**config.mk**
```make
export PLATFORM = sky130hd
export DESIGN_NAME = add_sub_seq_flat
export DESIGN_NICKNAME = d
export VERILOG_FILES = /design/src/rtl/add_sub_seq_if.sv /design/src/rtl/add_sub_seq.sv /design/src/flat_wrapper.sv
export SDC_FILE = /design/constraint.sdc
export NUM_CORES = 1
export LEC_CHECK = 0
export CAP_MARGIN = 0
export CORE_MARGIN = 1.5
export CORE_UTILIZATION = 48
export DETAILED_ROUTE_END_ITERATION = 8
export PLACE_DENSITY = 0.79
export SLEW_MARGIN = 20
export SYNTH_ARGS = -nofsm -noshare
export SYNTH_HDL_FRONTEND = slang
export SYNTH_SLANG_ARGS = --single-unit
export TNS_END_PERCENT = 50
```
**constraint.sdc**
```tcl
create_clock -name clk -period 2.95 [get_ports clk]
set_input_delay 0.295 -clock clk [delete_from_list [all_inputs] [get_ports clk]]
set_output_delay 0.295 -clock clk [all_outputs]
set_load 0.02 [all_outputs]
```
**src/rtl/add_sub_seq_if.sv**
```systemverilog
// Request/result bundle for the multi-cycle adder/subtractor.
// The requester owns the operands and start; the datapath owns the status and results.
interface add_sub_seq_if #(
    parameter int WIDTH = 16
);
    logic             start;
    logic             sub;
    logic [WIDTH-1:0] a;
    logic [WIDTH-1:0] b;
    logic             c_in;
    logic             busy;
    logic             done;
    logic [WIDTH-1:0] s;
    logic             c_out;
    logic             ovf;
    logic             zero;

    modport master (
        output start, sub, a, b, c_in,
        input  busy, done, s, c_out, ovf, zero
    );

    modport slave (
        input  start, sub, a, b, c_in,
        output busy, done, s, c_out, ovf, zero
    );
endinterface

```
**src/rtl/add_sub_seq.sv**
```systemverilog
// Multi-cycle WIDTH-bit adder/subtractor: one CHUNK-bit ripple slice per clock, LSB slice first.
// WIDTH must be a positive multiple of CHUNK.
module add_sub_seq #(
    parameter int WIDTH = 16,
    parameter int CHUNK = 4
) (
    input logic          clk,
    input logic          rst,
    add_sub_seq_if.slave bus
);
    localparam int N  = WIDTH / CHUNK;
    localparam int CW = (N > 1) ? $clog2(N) : 1;
    localparam int IW = (WIDTH > 1) ? $clog2(WIDTH) : 1;

    typedef enum logic [1:0] {IDLE, RUN, DONE} state_t;

    state_t           state;
    logic [WIDTH-1:0] a_q;
    logic [WIDTH-1:0] b_q;
    logic [WIDTH-1:0] acc;
    logic             carry;
    logic [CW-1:0]    cnt;

    logic [IW-1:0]    base;
    logic [CHUNK-1:0] a_sl;
    logic [CHUNK-1:0] b_sl;
    logic [CHUNK:0]   sl_sum;
    logic [WIDTH-1:0] sum_full;
    logic             last;
    logic             ovf_n;

    // sum_full merges the current slice into the partial sum so the final
    // edge can load the complete result without an extra cycle.
    always_comb begin
        base     = IW'(int'(cnt) * CHUNK);
        a_sl     = a_q[base +: CHUNK];
        b_sl     = b_q[base +: CHUNK];
        sl_sum   = {1'b0, a_sl} + {1'b0, b_sl} + {{CHUNK{1'b0}}, carry};
        sum_full = acc;
        sum_full[base +: CHUNK] = sl_sum[CHUNK-1:0];
        last     = (cnt == CW'(N - 1));
        // carry into the MSB is recovered from the MSB's own inputs and sum bit
        ovf_n    = a_q[WIDTH-1] ^ b_q[WIDTH-1] ^ sum_full[WIDTH-1] ^ sl_sum[CHUNK];
    end

    always_ff @(posedge clk) begin
        if (rst) begin
            state     <= IDLE;
            cnt       <= '0;
            a_q       <= '0;
            b_q       <= '0;
            acc       <= '0;
            carry     <= 1'b0;
            bus.busy  <= 1'b0;
            bus.done  <= 1'b0;
            bus.s     <= '0;
            bus.c_out <= 1'b0;
            bus.ovf   <= 1'b0;
            bus.zero  <= 1'b0;
        end else begin
            bus.done <= 1'b0;
            case (state)
                IDLE, DONE: begin
                    if (bus.start) begin
                        a_q      <= bus.a;
                        b_q      <= bus.b ^ {WIDTH{bus.sub}};
                        carry    <= bus.c_in ^ bus.sub;
                        cnt      <= '0;
                        state    <= RUN;
                        bus.busy <= 1'b1;
                    end else begin
                        state <= IDLE;
                    end
                end
                RUN: begin
                    acc   <= sum_full;
                    carry <= sl_sum[CHUNK];
                    cnt   <= cnt + CW'(1);
                    if (last) begin
                        state     <= DONE;
                        bus.busy  <= 1'b0;
                        bus.done  <= 1'b1;
                        bus.s     <= sum_full;
                        bus.c_out <= sl_sum[CHUNK];
                        bus.ovf   <= ovf_n;
                        bus.zero  <= (sum_full == '0);
                    end
                end
                default: state <= IDLE;
            endcase
        end
    end
endmodule

```
**src/flat_wrapper.sv**
```systemverilog
// flat-port wrapper written by rule: the top's interface ports become plain ports
module add_sub_seq_flat 
#(
    parameter int WIDTH = 16,
    parameter int CHUNK = 4
)
  (clk, rst, bus_start, bus_sub, bus_a, bus_b, bus_c_in, bus_busy, bus_done, bus_s, bus_c_out, bus_ovf, bus_zero);
  add_sub_seq_if #(.WIDTH(WIDTH)) bus_i ();
  input logic clk;
  input logic rst;
  input wire logic [$bits(bus_i.start)-1:0] bus_start;
  input wire logic [$bits(bus_i.sub)-1:0] bus_sub;
  input wire logic [$bits(bus_i.a)-1:0] bus_a;
  input wire logic [$bits(bus_i.b)-1:0] bus_b;
  input wire logic [$bits(bus_i.c_in)-1:0] bus_c_in;
  output wire logic [$bits(bus_i.busy)-1:0] bus_busy;
  output wire logic [$bits(bus_i.done)-1:0] bus_done;
  output wire logic [$bits(bus_i.s)-1:0] bus_s;
  output wire logic [$bits(bus_i.c_out)-1:0] bus_c_out;
  output wire logic [$bits(bus_i.ovf)-1:0] bus_ovf;
  output wire logic [$bits(bus_i.zero)-1:0] bus_zero;
  assign bus_i.start = bus_start;
  assign bus_i.sub = bus_sub;
  assign bus_i.a = bus_a;
  assign bus_i.b = bus_b;
  assign bus_i.c_in = bus_c_in;
  assign bus_busy = bus_i.busy;
  assign bus_done = bus_i.done;
  assign bus_s = bus_i.s;
  assign bus_c_out = bus_i.c_out;
  assign bus_ovf = bus_i.ovf;
  assign bus_zero = bus_i.zero;
  add_sub_seq #(.WIDTH(WIDTH), .CHUNK(CHUNK)) u_core (.clk(clk), .rst(rst), .bus(bus_i));
endmodule
```
# Word-level counts from Yosys, hierarchy flattened
# Index checks and enable logic that the tools add are counted.
# W data, S select, Z words.
dict set report op_classes {
  n_bitwise 6
  n_div 0
  n_mul 0
  n_shift 4
  reduce_logical 9
  magnitude_cmp 0
  eq_ne 5
  n_mux 12
  add_sub_neg 4
}
# operator count
set ops {}
lappend ops {{$shiftx A16 B5 Y4} 2}
lappend ops {{$bwmux W16} 1}
lappend ops {{$logic_not A16 Y1} 1}
lappend ops {{$shift A4 B6 Y16 const A} 1}
lappend ops {{$shiftx A4 B6 Y16} 1}
lappend ops {{$xor A16 B16 Y16} 1}
lappend ops {{$pmux W2 S2} 2}
lappend ops {{$neg A4 Y6} 1}
lappend ops {{$reduce_and A2 Y1} 3}
lappend ops {{$add A4 B4 Y5} 1}
lappend ops {{$add A5 B1 Y5} 1}
lappend ops {{$mux W1} 5}
lappend ops {{$eq A2 B2 Y1 const B} 2}
lappend ops {{$mux W2} 2}
lappend ops {{$pmux W1 S2} 2}
lappend ops {{$reduce_or A2 Y1} 2}
lappend ops {{$xor A1 B1 Y1} 4}
lappend ops {{$reduce_and A3 Y1} 1}
lappend ops {{$add A2 B1 Y2 const B} 1}
lappend ops {{$eq A2 B1 Y1 const B} 1}
lappend ops {{$logic_not A2 Y1} 1}
lappend ops {{$ne A2 B1 Y1 const B} 1}
lappend ops {{$ne A2 B2 Y1 const B} 1}
lappend ops {{$reduce_bool A2 Y1} 1}
lappend ops {{$not A1 Y1} 1}
dict set report word_totals {
  out_inout_bits 21
  rom_bits 0
  ff_bits 74
  elab_cells 52
  mem_bits_rw 0
  latchBits 0
  memories 0
  input_bits 37
}

# Longest topological paths before layout
# Gate-level depths: netlist (run 1).
dict set report depth {
  word_depth 7
  ltp_mapped 11
  depth_no_buf 9
}

# Worst setup path after synthesis (run 1)
# OpenSTA, ideal clock, no wires.
dict set report synth_timing {
  path_kind {reg2reg}
  from {register u_core.cnt[0]}
  to {register u_core.bus.zero}
  stages_incl_launch_ff 12
  n_path_buf 2
  required_time_ns 2.830
  setup_slack_ns -0.063
  arrival_time_ns 2.893
  synth_period_minus_slack_ns 3.013
  path_cell_list {dfxtp_1 -> buf_2 -> buf_2 -> mux4_2 -> fa_1 -> inv_1 -> fa_1 -> nor2_1 -> a41oi_1 -> and2_1 -> nand4_1 -> o31ai_1}
}
dict set report synth_via {
  elab_chain_len 6
  word_cells_on_any_way 11
  cone_classes {add/sub (3); eq/ne (1); shift (4); mux (1); reduce/logical (2)}
}
# element line_no
set synth_rtl {}
lappend synth_rtl {{start: declaration} add_sub_seq.sv:22} ;# logic [CW-1:0] cnt;
lappend synth_rtl {{start signal: assignment} add_sub_seq.sv:78} ;# cnt <= cnt + CW'(1);
lappend synth_rtl {{$shiftx A16 B5 Y4 (on tied branches)} {add_sub_seq.sv:36, add_sub_seq.sv:37}}
lappend synth_rtl {{$add A4 B4 Y5} add_sub_seq.sv:38} ;# sl_sum = {1'b0, a_sl} + {1'b0, b_sl} + {{CHUNK{1'b0}}, carry};
lappend synth_rtl {{$add A5 B1 Y5} add_sub_seq.sv:38}
lappend synth_rtl {{$shiftx A4 B6 Y16} add_sub_seq.sv:40} ;# sum_full[base +: CHUNK] = sl_sum[CHUNK-1:0];
lappend synth_rtl {{$bwmux W16} add_sub_seq.sv:40}
lappend synth_rtl {{$logic_not A16 Y1} add_sub_seq.sv:86} ;# bus.zero <= (sum_full == '0);
lappend synth_rtl {{end signal: assignment} add_sub_seq.sv:86}
lappend synth_rtl {{end: declaration} add_sub_seq_if.sv:25} ;# output busy, done, s, c_out, ovf, zero
# Several ways; a longest one is shown, not always the timed one.
# A chain may end at the register's enable or synchronous reset.

# Worst setup path after layout (run 1)
dict set report layout_timing {
  from {register u_core.cnt[1]}
  to {register u_core.bus.zero}
}
# Same word-level chain as after synthesis.

==> qor.txt, run 1 <==
vias in the first global route - 2875
worst hold path class - in2reg
htree depth - 3
CTS root buf - clkbuf_8
status - complete, no violations
Yosys warnings - 0
violation count after the first detailed-route iteration - 123
WL/cell - 14.1 um
Peak VDD IR - 0.240 mV
Yosys cell types - 43
final core utilization - 62.6%
IO buf count - 57
Top delay family on crit path - adder cells
synth top area cells - dfxtp_1, a211oi_1, nor2_1, mux4_2, xnor2_1
CP required - 3.19 ns
gpl congestion - 0.899
Die Y - 88.2 um
final hold vios - 0
crit end category - flop
vias - 2921
Buf/Inv on CP - 1
Initial Util - 50.5%
# Max-Cap Violations - 0
Mapped Area - 0.00348 mm2
area delta synth->final - 24.2%
syn_nets - 440
Slowest cell on crit path - dfxtp_1
Worst Tran Pin Value - 0.738 ns
clock buffer depth - 2
Clock Latency Late Sink - 0.36 ns
RSZ-0062 raised after global routing - no
fin crit share - 93.6%
Period minus WS final - 2.76 ns
Startpoint Class - flop
layout cells sized above 1 - 9.21%
Max Freq - 362 MHz
leading area contributor after synthesis - dfxtp_1
Die X - 88.2 um
post-synthesis sequential area ratio - 42.5%
clock buffer count from CTS - 9
setup_tns - 0 ns
first-pass GRT wire length - 12900 um
DP Wirelength - 5340 um
Die Area - 0.00778 mm2
placed cell count - 525
Clock Pin Slew Worst Setup and Hold Paths - 0.08 ns
# rows - 30
DRC viols - 0
Synth Register Bits - 74
GRT Util Overall - 21.4%
drt first pass iters - 5
fin nets - 488
Final setup viols - 0
Ant. Diodes - 0
skew final - 0.00686 ns
remaining global-route overflow - 0
Final Instance Area - 0.00433 mm2
Main synth FF type - dfxtp_1
Final Non-Filler Cells - 541
Arrival @ worst endpoint - 3.01 ns
I/O pin total - 58
Power Density - 525 mW/mm2
Post-synth EDFFs - 0
Yosys top cell area share - 42.5%
Slew HR - 50.4%
post-route ant nets - 0
Via density - 5.40
Syn Area/Cell - 8.89 um2
CP cell instances - mux4_2 > fa_1 > inv_1 > fa_1 > nor2_2 > a41oi_1 > and2_1 > nand4_1 > o31ai_1
largest net degree at the start of global routing - 74
Crit path largest cell delay - 0.57 ns
Synth async-reset ratio - 0%
antenna violations before repair - 0
crit path max fanout - 9
# clock sinks - 74
fin. max-slew vios - 0
Gate Count Post-Synth - 392
Static Leak - 1.55 nW
post-CTS setup buffer count - 0
Post-DP Area - 0.00413 mm2
Core ar. - 0.00691 mm2
CTS tree - built
WS Path Type - reg2reg
DRT Wirelength - 7640 um
Worst path most repeated cell - fa_1
==> cells in the mapped netlist (2+ instances only) <==
cell and instances:
inv_1 9, nor2b_1 13, a32oi_1 3, xnor2_1 20, nand2b_1 3, a211oi_1 35
a21oi_1 25, a22oi_1 5, o21ai_0 5, fa_1 2, mux4_2 8, a31oi_1 3
nand4_1 2, nand2_1 40, a41oi_1 2, buf_2 8, and3_1 2, clkbuf_1 21
nor2_1 62, dfxtp_1 74, a221oi_1 6, nand3b_1 2, nor3_1 9, mux2i_1 3
nor4_1 2, and2_1 3, ha_1 9
==> layout make-up <==
| type | instances | area [um2] |
|---|---|---|
| flip-flops and latches | 74 | 1480 |
| fillers | 642 | 2580 |
| well taps | 96 | 120 |
| multi-input cells | 279 | 1860 |
| repair buffers | 67 | 641 |
| clock buffers | 10 | 128 |
| clock inverters | 6 | 66.3 |
| inverters | 9 | 33.8 |
==> registers in the layout, indices dropped and copies added (netlist names) <==
name	cells
u_core.acc	16
u_core.bus.s	16
u_core.state	2
u_core.carry	1
u_core.bus.busy	1
u_core.bus.zero	1
u_core.b_q	16
u_core.bus.ovf	1
u_core.bus.done	1
u_core.a_q	16
u_core.bus.c_out	1
u_core.cnt	2
==> per-stage QoR <==
stage | power (mW) | setup slack [ns] | hold WS [ns]
final | 2.27 | 0.188 | 0.314
after detailed placement | 1.51 | 0.0448 | 0.451
after global routing | 2.37 | 0.0316 | 0.339
after floorplan | 1.38 | 0.0209 | 0.414
after CTS | 2.28 | 0.0226 | 0.311
after global placement | 1.50 | 0.136 | 0.439
==> worst paths after layout <==
kind / from / to / slack, ns / cells after the start
setup / recovery: u_core.cnt[1] / u_core.bus.zero / 0.19 / 9
hold / removal: rst / u_core.state[1] / 0.31 / 2
setup reg to reg: u_core.cnt[1] / u_core.bus.zero / 0.19 / 9
hold reg to reg: u_core.a_q[1] / u_core.a_q[1] / 0.46 / 2
==> power breakdown <==
| part | switching [mW] | internal [mW] | total [mW] |
|---|---|---|---|
| Sequential | 0.0381 | 1.05 | 1.09 |
| Combinational | 0.217 | 0.190 | 0.406 |
| Clock | 0.382 | 0.392 | 0.773 |
| Total | 0.637 | 1.63 | 2.27 |
==> logic make-up after synthesis <==
| kind of cell | Yosys count | synth area share [%] |
|---|---|---|
| and+or+nand+nor | 146 | 19.3 |
| AOI/OAI and AO/OA | 90 | 18.0 |
| DFF | 74 | 42.5 |
| buffers and inverters | 39 | 4.52 |
| xor gates and xnor gates | 21 | 5.28 |
| muxes | 11 | 6.03 |
| adders and majority gates | 11 | 4.38 |
==> cells in the final DEF (no fill, tap or decap), drive strengths merged, types with 5 or more instances in the layout <==
cell type and n:
a211oi 36, a21oi 25, a221oi 6, a22oi 5
buf 11, clkbuf 10, clkdlybuf4s50 56, dfxtp 74
ha 9, inv 10, mux4 8, nand2 40
nor2 62, nor2b 13, nor3 9, o21ai 5
xnor2 20
==> layer usage <==
layer	routed length (um)	share of wire (%)	GRT usage [%]
met4	184	2.4	10.2
met5	0	0	0
met3	403	5.3	4.62
met2	3710	49	36.5
met1	3340	44	25.5
==> what timing repair did <==
item,CTS,global route
resized for setup,0,3
hold buffers,0,0
setup endpoints to repair,0,11
endpoints found under the hold margin,0,0
Power figures use the tool's default switching activity.
==> run 2: changes to the inputs <==
==> constraint.sdc (replaced) <==
create_clock -name clk -period 2.3 [get_ports clk]
set_input_delay 0.23 -clock clk [delete_from_list [all_inputs] [get_ports clk]]
set_output_delay 0.23 -clock clk [all_outputs]
set_load 0.02 [all_outputs]
==> run 2 against run 1 <==
The run now ends with negative setup slack left; clock skew rose by 0.0017 ns; combinational power increased by 64%; total power increased by 41%; largest power group unchanged; hold slack lost 0.060 ns; sequential power grew 28%; fmax rose by 7.7%; global-route usage is 2.0 points higher; clock power grew 46%; critical path depth fell by 1; register-to-register slack got worse by 0.45 ns.
==> qor.txt, run 2 (synthesis results as in run 1) <==
power consumption - 3.19 mW
crit path max fanout - 6
RSZ-0062 raised after global routing - yes
worst hold path class - in2reg
Worst Tran Pin Value - 0.782 ns
Startpoint Class - flop
fin nets - 511
status - complete, but fails checks
Hold EP - u_core.state[1]
commonest cells after routing, fill and taps aside - dfxtp_1, nor2_1, clkdlybuf4s50_1
setup_tns - -3.14 ns
commonest non-fill, non-tap cell in the layout - dfxtp_1
post-route ant nets - 0
crit end category - flop
Most Used Layer, Global Route - met2
Period minus WS final - 2.57 ns
clock power share - 35.4%
# hold bufs at CTS - 0
Peak VDD IR - 0.391 mV
I/O pin total - 58
vias - 3066
clock buffer count from CTS - 9
htree depth - 3
met1 usage - 26.8%
DP Wirelength - 5790 um
P_int - 2.32 mW
remaining global-route overflow - 0
worst r2r dst - u_core.bus.s[3]
clock buffer depth - 2
Clock Pin Slew Worst Setup and Hold Paths - 0.08 ns
DRC viols - 0
Switch Pwr - 871 uW
Power Density - 667 mW/mm2
CTS tree - built
fin crit share - 112%
met2 usage - 39.2%
final hold vios - 0
Via density - 5.44
WS Path Type - reg2reg
# Max-Cap Violations - 0
Slew HR - 47.8%
filler instances - 574
CP required - 2.51 ns
failing checks - negative setup slack
post-layout worst setup margin - -0.266 ns
Core ar. - 0.00691 mm2
hold_ws - 0.254 ns
Arrival @ worst endpoint - 2.78 ns
# rows - 30
antenna violations before repair - 0
Initial Util - 50.5%
GRT Util Overall - 23.3%
# clock sinks - 74
CTS root buf - clkbuf_8
skew final - 0.00861 ns
largest net degree at the start of global routing - 74
first-pass GRT wire length - 13900 um
Ant. Diodes - 0
area delta synth->final - 37.3%
IO buf count - 57
HP Start - rst
Static Leak - 1.73 nW
r2r setup slk - -0.27 ns
Die X - 88.2 um
Final setup viols - 24
DRT Wirelength - 8080 um
worst hold stages - 2
Die Area - 0.00778 mm2
gpl congestion - 0.868
Reg-to-Reg Start - u_core.cnt[0]
grt met3 use - 6.03%
Switching Fraction - 27.3%
layout cells sized above 1 - 22.0%
WL/cell - 14.3 um
fin. max-slew vios - 0
Clock Latency Late Sink - 0.36 ns
drt first pass iters - 4
violation count after the first detailed-route iteration - 116
R2R cell count - 8
vias in the first global route - 3029
Comb pwr share - 20.8%
final core utilization - 69.3%
Die Y - 88.2 um
sequential share of power - 43.7%
Max Freq - 390 MHz
[run 2: what timing repair did]
action / in CTS / in global routing
endpoints found under the setup margin: 35 / 36
pin swaps: 9 / 8
hold endpoints to repair: 0 / 0
resized for setup: 17 / 23
setup buffers: 3 / 1
[run 2: how the worst max path moves through the flow]
stage,startpoint,endpoint,slack (ns),cells past startpoint
6_report,u_core.cnt[0],u_core.bus.s[3],-0.27,8
5_1_grt,u_core.cnt[0],u_core.bus.zero,-0.37,9
4_1_cts,u_core.cnt[0],u_core.bus.zero,-0.26,9
3_5_place_dp,u_core.cnt[0],u_core.bus.zero,-0.36,9
3_3_place_gp,u_core.cnt[0],u_core.bus.zero,-0.31,9
2_1_floorplan,u_core.cnt[0],u_core.bus.zero,-0.40,11
[run 2: final cells by class]
type	count	area, um2	share of cell area [%]
Sequential cell	74	1490	31.0
Tap cell	96	120	2.51
Clock inverter	6	90.1	1.88
Clock buffer	10	138	2.88
Timing Repair Buffer	90	842	17.6
Inverter	9	33.8	0.706
Multi-Input combinational cell	279	2080	43.4
[run 2: routing by layer]
metal,up-vias,routed length [um]
met5,-,0
met4,0,239
li1,1532,-
met2,73,4020
met1,1441,3500
met3,20,312
[run 2: stage by stage]
stage / area [um2] / instances / setup WS, ns
2_1_floorplan: 3550 / 392 / -0.401
3_3_place_gp: 4340 / 544 / -0.307
3_5_place_dp: 4340 / 544 / -0.358
4_1_cts: 4670 / 563 / -0.258
5_1_grt: 4790 / 564 / -0.370
6_report: 4790 / 564 / -0.266
[run 2: worst max-delay path, stage by stage, from the launching register on]
cell and delay, ns:
dfxtp_4 0.40, buf_4 0.13, mux4_2 0.50, ha_1 0.28
and3_1 0.19, or3_4 0.37, and2_4 0.21, a221oi_2 0.24
nor3_1 0.09
[run 2: power by group through the flow]
stage | Clock [mW] | Combinational [mW] | Sequential (mW)
2_1_floorplan | 0 | 0.390 | 1.41
3_3_place_gp | 0 | 0.579 | 1.42
3_5_place_dp | 0 | 0.593 | 1.42
4_1_cts | 1.16 | 0.629 | 1.40
5_1_grt | 1.22 | 0.725 | 1.41
6_report | 1.13 | 0.665 | 1.40
